$ cat config.mk
export PLATFORM = sky130hd
export DESIGN_NAME = router_pkt_src_flat
export DESIGN_NICKNAME = d
export VERILOG_FILES = /design/src/rtl/router_pkg.sv /design/src/rtl/router_pkt_src_if.sv /design/src/rtl/router_parity_acc.sv /design/src/rtl/router_pkt_src.sv /design/src/flat_wrapper.sv
export SDC_FILE = /design/constraint.sdc
export NUM_CORES = 1
export LEC_CHECK = 0
export CAP_MARGIN = 10
export CORE_ASPECT_RATIO = 0.7
export CORE_UTILIZATION = 50
export DETAILED_ROUTE_END_ITERATION = 6
export PLACE_DENSITY_LB_ADDON = 0.25
export SLEW_MARGIN = 40
export SYNTH_ARGS = -nofsm -noshare
export SYNTH_HDL_FRONTEND = slang
export SYNTH_HIERARCHICAL = 1
export SYNTH_SLANG_ARGS = --single-unit
$ cat constraint.sdc
create_clock -name clk -period 4.8 [get_ports clk]
set_input_delay 1.2 -clock clk [delete_from_list [all_inputs] [get_ports clk]]
set_output_delay 1.2 -clock clk [all_outputs]
set_load 0.05 [all_outputs]
$ cat src/rtl/router_pkg.sv
// Shared definitions for the router packet source.
// Holds the FSM state type, the reserved (invalid) destination address,
// the default payload length limit and a helper that builds a header byte.
package router_pkg;

  // The state names the byte currently presented on d_out.
  typedef enum logic [1:0] {
    IDLE = 2'd0,
    HDR  = 2'd1,
    PAY  = 2'd2,
    PAR  = 2'd3
  } state_t;

  localparam logic [1:0] ADDR_INVALID    = 2'b11;
  localparam int         MAX_LEN_DEFAULT = 63;

  // Header byte: payload length in the upper six bits, destination below.
  function automatic logic [7:0] make_header(input logic [5:0] len, input logic [1:0] addr);
    return {len, addr};
  endfunction

endpackage

$ cat src/rtl/router_pkt_src_if.sv
// Bus between the packet source, its payload FIFO and the router.
//   start/addr/payload_len/inj_err : packet request from the controller
//   pl_data/pl_rd                  : show-ahead payload source and pop strobe
//   busy                           : router stall
//   pkt_vld/d_out                  : byte stream to the router
//   tx_active/done/err             : status back to the controller
// master : the packet source itself
// slave  : everything around it (controller, FIFO, router)
interface router_pkt_src_if;
  logic       start;
  logic [1:0] addr;
  logic [5:0] payload_len;
  logic       inj_err;
  logic [7:0] pl_data;
  logic       pl_rd;
  logic       busy;
  logic       pkt_vld;
  logic [7:0] d_out;
  logic       tx_active;
  logic       done;
  logic       err;

  modport master (
    input  start, addr, payload_len, inj_err, pl_data, busy,
    output pl_rd, pkt_vld, d_out, tx_active, done, err
  );

  modport slave (
    output start, addr, payload_len, inj_err, pl_data, busy,
    input  pl_rd, pkt_vld, d_out, tx_active, done, err
  );
endinterface

$ cat src/rtl/router_parity_acc.sv
// Running XOR of a packet's bytes.
//   clk, rstn : clock and asynchronous active-low reset
//   load      : start a new accumulation with din (the header)
//   xor_en    : fold din (a payload byte) into the running value
//   clear     : return the accumulator to zero once the packet is finished
//   din       : byte to load or fold in
//   parity    : current accumulated value
module router_parity_acc (
  input  logic       clk,
  input  logic       rstn,
  input  logic       load,
  input  logic       xor_en,
  input  logic       clear,
  input  logic [7:0] din,
  output logic [7:0] parity
);

  // Clear wins over load, load over xor; the controller never asserts
  // two of them together, but the priority keeps the behaviour defined.
  always_ff @(posedge clk or negedge rstn) begin
    if (!rstn) begin
      parity <= 8'h00;
    end else if (clear) begin
      parity <= 8'h00;
    end else if (load) begin
      parity <= din;
    end else if (xor_en) begin
      parity <= parity ^ din;
    end
  end

endmodule

$ cat src/rtl/router_pkt_src.sv
// Packet source feeding one router input.
// On an accepted start it emits a header byte {payload_len, addr}, then
// payload_len bytes popped from a show-ahead source, then a parity byte
// (XOR of header and payload, bit 0 optionally inverted), then pulses done.
// Invalid requests (addr 3, length 0 or above MAX_LEN) pulse err instead.
//   clk, rstn : clock and asynchronous active-low reset
//   bus       : router_pkt_src_if master modport (request, payload, router
//               byte stream and status)
module router_pkt_src
  import router_pkg::*;
#(
  parameter int MAX_LEN = MAX_LEN_DEFAULT
) (
  input  logic              clk,
  input  logic              rstn,
  router_pkt_src_if.master  bus
);

  localparam logic [6:0] MAX_LEN_W = 7'(MAX_LEN);

  state_t     state;
  logic [5:0] cnt;
  logic [5:0] len_q;
  logic       inj_q;
  logic [7:0] d_out_q;
  logic       pkt_vld_q;
  logic       done_q;
  logic       err_q;

  logic [7:0] header;
  logic       req_valid;
  logic       accept;
  logic       pop;
  logic       par_clear;
  logic [7:0] parity;
  logic [7:0] acc_din;

  assign header    = make_header(bus.payload_len, bus.addr);
  assign req_valid = (bus.addr != ADDR_INVALID) &&
                     (bus.payload_len != 6'd0) &&
                     ({1'b0, bus.payload_len} <= MAX_LEN_W);

  // Nothing in the block moves while the router stalls, including a
  // request arriving in IDLE.
  assign accept    = !bus.busy && (state == IDLE) && bus.start && req_valid;

  // The source is show-ahead, so the byte is consumed on the same edge
  // that pl_rd is high; the header cycle always pops since len >= 1.
  assign pop       = !bus.busy && ((state == HDR) || ((state == PAY) && (cnt < len_q)));
  assign par_clear = !bus.busy && (state == PAR);
  assign acc_din   = accept ? header : bus.pl_data;

  router_parity_acc u_parity (
    .clk    (clk),
    .rstn   (rstn),
    .load   (accept),
    .xor_en (pop),
    .clear  (par_clear),
    .din    (acc_din),
    .parity (parity)
  );

  // Packet sequencer. done and err are single-cycle pulses so they default
  // low every edge; all other state only changes on a non-stalled edge.
  always_ff @(posedge clk or negedge rstn) begin
    if (!rstn) begin
      state     <= IDLE;
      cnt       <= 6'd0;
      len_q     <= 6'd0;
      inj_q     <= 1'b0;
      d_out_q   <= 8'h00;
      pkt_vld_q <= 1'b0;
      done_q    <= 1'b0;
      err_q     <= 1'b0;
    end else begin
      done_q <= 1'b0;
      err_q  <= 1'b0;
      if (!bus.busy) begin
        case (state)
          IDLE: begin
            if (bus.start) begin
              if (req_valid) begin
                d_out_q   <= header;
                pkt_vld_q <= 1'b1;
                cnt       <= 6'd0;
                len_q     <= bus.payload_len;
                inj_q     <= bus.inj_err;
                state     <= HDR;
              end else begin
                err_q <= 1'b1;
              end
            end
          end
          HDR: begin
            d_out_q <= bus.pl_data;
            cnt     <= cnt + 6'd1;
            state   <= PAY;
          end
          PAY: begin
            if (cnt < len_q) begin
              d_out_q <= bus.pl_data;
              cnt     <= cnt + 6'd1;
            end else begin
              d_out_q   <= parity ^ {7'b0, inj_q};
              pkt_vld_q <= 1'b0;
              state     <= PAR;
            end
          end
          PAR: begin
            d_out_q <= 8'h00;
            done_q  <= 1'b1;
            cnt     <= 6'd0;
            state   <= IDLE;
          end
          default: state <= IDLE;
        endcase
      end
    end
  end

  assign bus.pl_rd     = pop;
  assign bus.d_out     = d_out_q;
  assign bus.pkt_vld   = pkt_vld_q;
  assign bus.done      = done_q;
  assign bus.err       = err_q;
  assign bus.tx_active = (state != IDLE);

endmodule
$ cat src/flat_wrapper.sv
// flat-port wrapper written by rule: the top's interface ports become plain ports
module router_pkt_src_flat import router_pkg::*;
#(
  parameter int MAX_LEN = MAX_LEN_DEFAULT
)
  (clk, rstn, bus_start, bus_addr, bus_payload_len, bus_inj_err, bus_pl_data, bus_busy, bus_pl_rd, bus_pkt_vld, bus_d_out, bus_tx_active, bus_done, bus_err);
  router_pkt_src_if bus_i ();
  input  logic clk;
  input  logic rstn;
  input wire logic [$bits(bus_i.start)-1:0] bus_start;
  input wire logic [$bits(bus_i.addr)-1:0] bus_addr;
  input wire logic [$bits(bus_i.payload_len)-1:0] bus_payload_len;
  input wire logic [$bits(bus_i.inj_err)-1:0] bus_inj_err;
  input wire logic [$bits(bus_i.pl_data)-1:0] bus_pl_data;
  input wire logic [$bits(bus_i.busy)-1:0] bus_busy;
  output wire logic [$bits(bus_i.pl_rd)-1:0] bus_pl_rd;
  output wire logic [$bits(bus_i.pkt_vld)-1:0] bus_pkt_vld;
  output wire logic [$bits(bus_i.d_out)-1:0] bus_d_out;
  output wire logic [$bits(bus_i.tx_active)-1:0] bus_tx_active;
  output wire logic [$bits(bus_i.done)-1:0] bus_done;
  output wire logic [$bits(bus_i.err)-1:0] bus_err;
  assign bus_i.start = bus_start;
  assign bus_i.addr = bus_addr;
  assign bus_i.payload_len = bus_payload_len;
  assign bus_i.inj_err = bus_inj_err;
  assign bus_i.pl_data = bus_pl_data;
  assign bus_i.busy = bus_busy;
  assign bus_pl_rd = bus_i.pl_rd;
  assign bus_pkt_vld = bus_i.pkt_vld;
  assign bus_d_out = bus_i.d_out;
  assign bus_tx_active = bus_i.tx_active;
  assign bus_done = bus_i.done;
  assign bus_err = bus_i.err;
  router_pkt_src #(.MAX_LEN(MAX_LEN)) u_core (.clk(clk), .rstn(rstn), .bus(bus_i));
endmodule
==> flow_summary.toml <==
[outcome]
run_status = "complete, no violations"

[global_routing]
overflow = 0
antenna_found_initial = 0
grt_max_degree = 38
first_global_vias = 1662
grt_pass1_wl_um = 8052
grt.total_usage = 0.2403

[power]
power.density_nw_per_um2 = 644.0
vdd_ir_drop_max_v = 0.0002945
p_leak_nw = 1.093

[yosys]
syn_inst = 227
synth_simple_gate_area_frac = 0.2057
synth_area_leader_cell = "dfrtp_1"
yosys_register_bits = 34
yosys_warnings = 6
netlist_top_cells_area = "dfrtp_1 (41%), o21ai_0 (6.7%), ha_1 (6.6%)"
synth_area_um2 = 2092
synth-edff-count = 0
syn_nets = 259
synth_xor_area_frac = 0.004187
synth_compound_area_frac = 0.1974
yosys.area_share.adder = 0.06579
ys_types = 37
synth_most_common_cell = "dfrtp_1"
synth_top_family_by_area = "simple AND/OR/NAND/NOR gates"
synth-seq-area-share = 0.4067
synth_top_area_share = 0.4067
async_flop_share = 1.000
synth_area_per_cell_um2 = 9.216
synthFlopType = "dfrtp_1"
synthMuxAreaShare = 0.07057
synth_commonest_cells = "dfrtp_1 (34), nand2_1 (28), o21ai_0 (28)"

[timing]
fin_crit_sh = 0.8304
rsz0062_at_grt = "no"
post-route-min-period_ns = 3.986
tns_ns = 0
setup_slack_ns = 0.8142
setup_viol = 0
relSlewSlack = 0.4791
tightest_slew_ns = 0.7797
hold_viol_final = 0
final_max_slew_viol_count = 0
fin_skew_ns = 0.007330
fmax_mhz = 250.9

[placed_design]
dp_hpwl_um = 3368
gp_congestion = 0.8235
portBuffers = 33
dp_slack_ns = 0.8415

[hold_path]
worstHoldStart = "u_core/len_q[4]"
hp-class = "reg -> reg"

[floorplanning]
core_um2 = 3970
fp.dieW_um = 79.31
die_h_um = 56.12
die_area_um2 = 4451
ios = 34
initial_utilization = 0.5269
rows = 19

[routing]
wire_per_inst_um = 15.19
ant_nets = 0
viasPerCell = 5.569
drt_iter0_markers = 62
wirelength_um = 4755
num_vias = 1743
dr.pass1.iters = 4
drcViolationCount = 0

[critical_path]
cp-start-kind = "flip-flop"
crit_type = "reg -> out"
cp.arrival_ns = 2.79
endpoint_kind = "output port"
r2r-start = "u_core/cnt[3]"
required_ns = 3.60
startpoint = "u_core/cnt[3]"
cp_max_fo = 11
ff2ff_setup_slack_ns = 2.45

[clock_network]
clock_path_buffers = 2
post_cts_buffers = 0
cts_root_buf = "clkbuf_8"
clk_latency_ns = 0.29
cts_tree = "built"
hold_buffers = 0
path_clk_slew_ns = 0.07
htree_levels = 2
clkSinkCount = 34
cts_resized = 0
cts_buffers = 5

[final_layout]
area_growth_pct = 21.29
fin_nets = 293
diodes = 0
drive_gt1_frac = 0.09579

[run]
drv_cap = 0
-- worst paths after layout --
kind | to | cells after the start
worst max-delay path | bus_pl_rd | 8
worst min-delay path | u_core/len_q[4] | 2
worst max register to register | u_core/u_parity/parity[1] | 11
worst min register to register | u_core/len_q[4] | 2
max in group asynchronous | u_core/len_q[2] | 2
min in group asynchronous | u_core/bus.done | 2
-- routing by layer --
| metal | track usage | vias to the layer above | part of all wire | wire length, um |
|---|---|---|---|---|
| met5 | 0 | - | 0 | 0 |
| met4 | 0.08831 | 0 | 0.013 | 62 |
| li1 | - | 858 | - | - |
| met3 | 0.04754 | 8 | 0.051 | 243 |
| met2 | 0.3719 | 56 | 0.44 | 2103 |
| met1 | 0.3337 | 821 | 0.49 | 2345 |
-- placed cells by master, fill, tap and decap left out, drive strengths merged, types with 8 or more instances in the layout --
cell type / n
dfrtp: 34
clkdlybuf4s50: 33
o21ai: 33
nand2: 28
inv: 14
a21oi: 12
nand2b: 12
ha: 11
nor2: 9
nor2b: 9
nand3b: 9
mux2i: 8
a31oi: 8
-- critical path, cell delays in order (launching register included) --
cell	delay, ns
dfrtp_1	0.44
ha_1	0.33
a21oi_1	0.21
o211ai_1	0.11
a21oi_1	0.13
buf_4	0.20
nor2_1	0.05
nor2_1	0.19
clkdlybuf4s50_1	0.84
-- flip-flops by register name (all words and copies together), names as in the netlist --
signal and flops:
u_core/state 2, u_core/u_parity/parity 8, u_core/bus.d_out 8, u_core/inj_q 1
u_core/bus.err 1, u_core/bus.pkt_vld 1, u_core/bus.done 1, u_core/cnt 6
u_core/len_q 6
-- cell families (layout without fill, tap and decap cells) --
group,count (synthesis),count (layout)
compound gates,65,65
fa+ha+maj,11,11
mux,14,14
simple gates,79,79
flops,34,34
buf+inv,23,57
xor+xnor,1,1
-- layout make-up --
| class | count | area (um^2) |
|---|---|---|
| clock buffer | 5 | 68.82 |
| clock inverter | 2 | 10.01 |
| timing repair buffer | 36 | 352.8 |
| multi-input combinational | 170 | 1137 |
| sequential | 34 | 850.8 |
| fill | 337 | 1433 |
| tap | 52 | 65.06 |
| inverter | 14 | 52.55 |
-- through the flow --
stage	instance area, um^2	hold slack (ns)	total power [mW]	std cells	utilization
after floorplan	2092	0.5010	1.173	227	-
after global placement	2459	0.5233	1.407	306	0.6193
after detailed placement	2459	0.5372	1.435	306	0.6193
after CTS	2537	0.5523	1.640	313	0.6391
after global routing	2537	0.5665	1.759	313	0.6391
final	2537	0.5532	1.634	313	0.6391
-- report_power, final --
group	switching, mW	internal, mW	total (mW)
Sequential	0.0882	0.416	0.504
Clock	0.102	0.0972	0.199
Combinational	0.567	0.363	0.931
No activity file was read; power rests on OpenSTA's default activity.
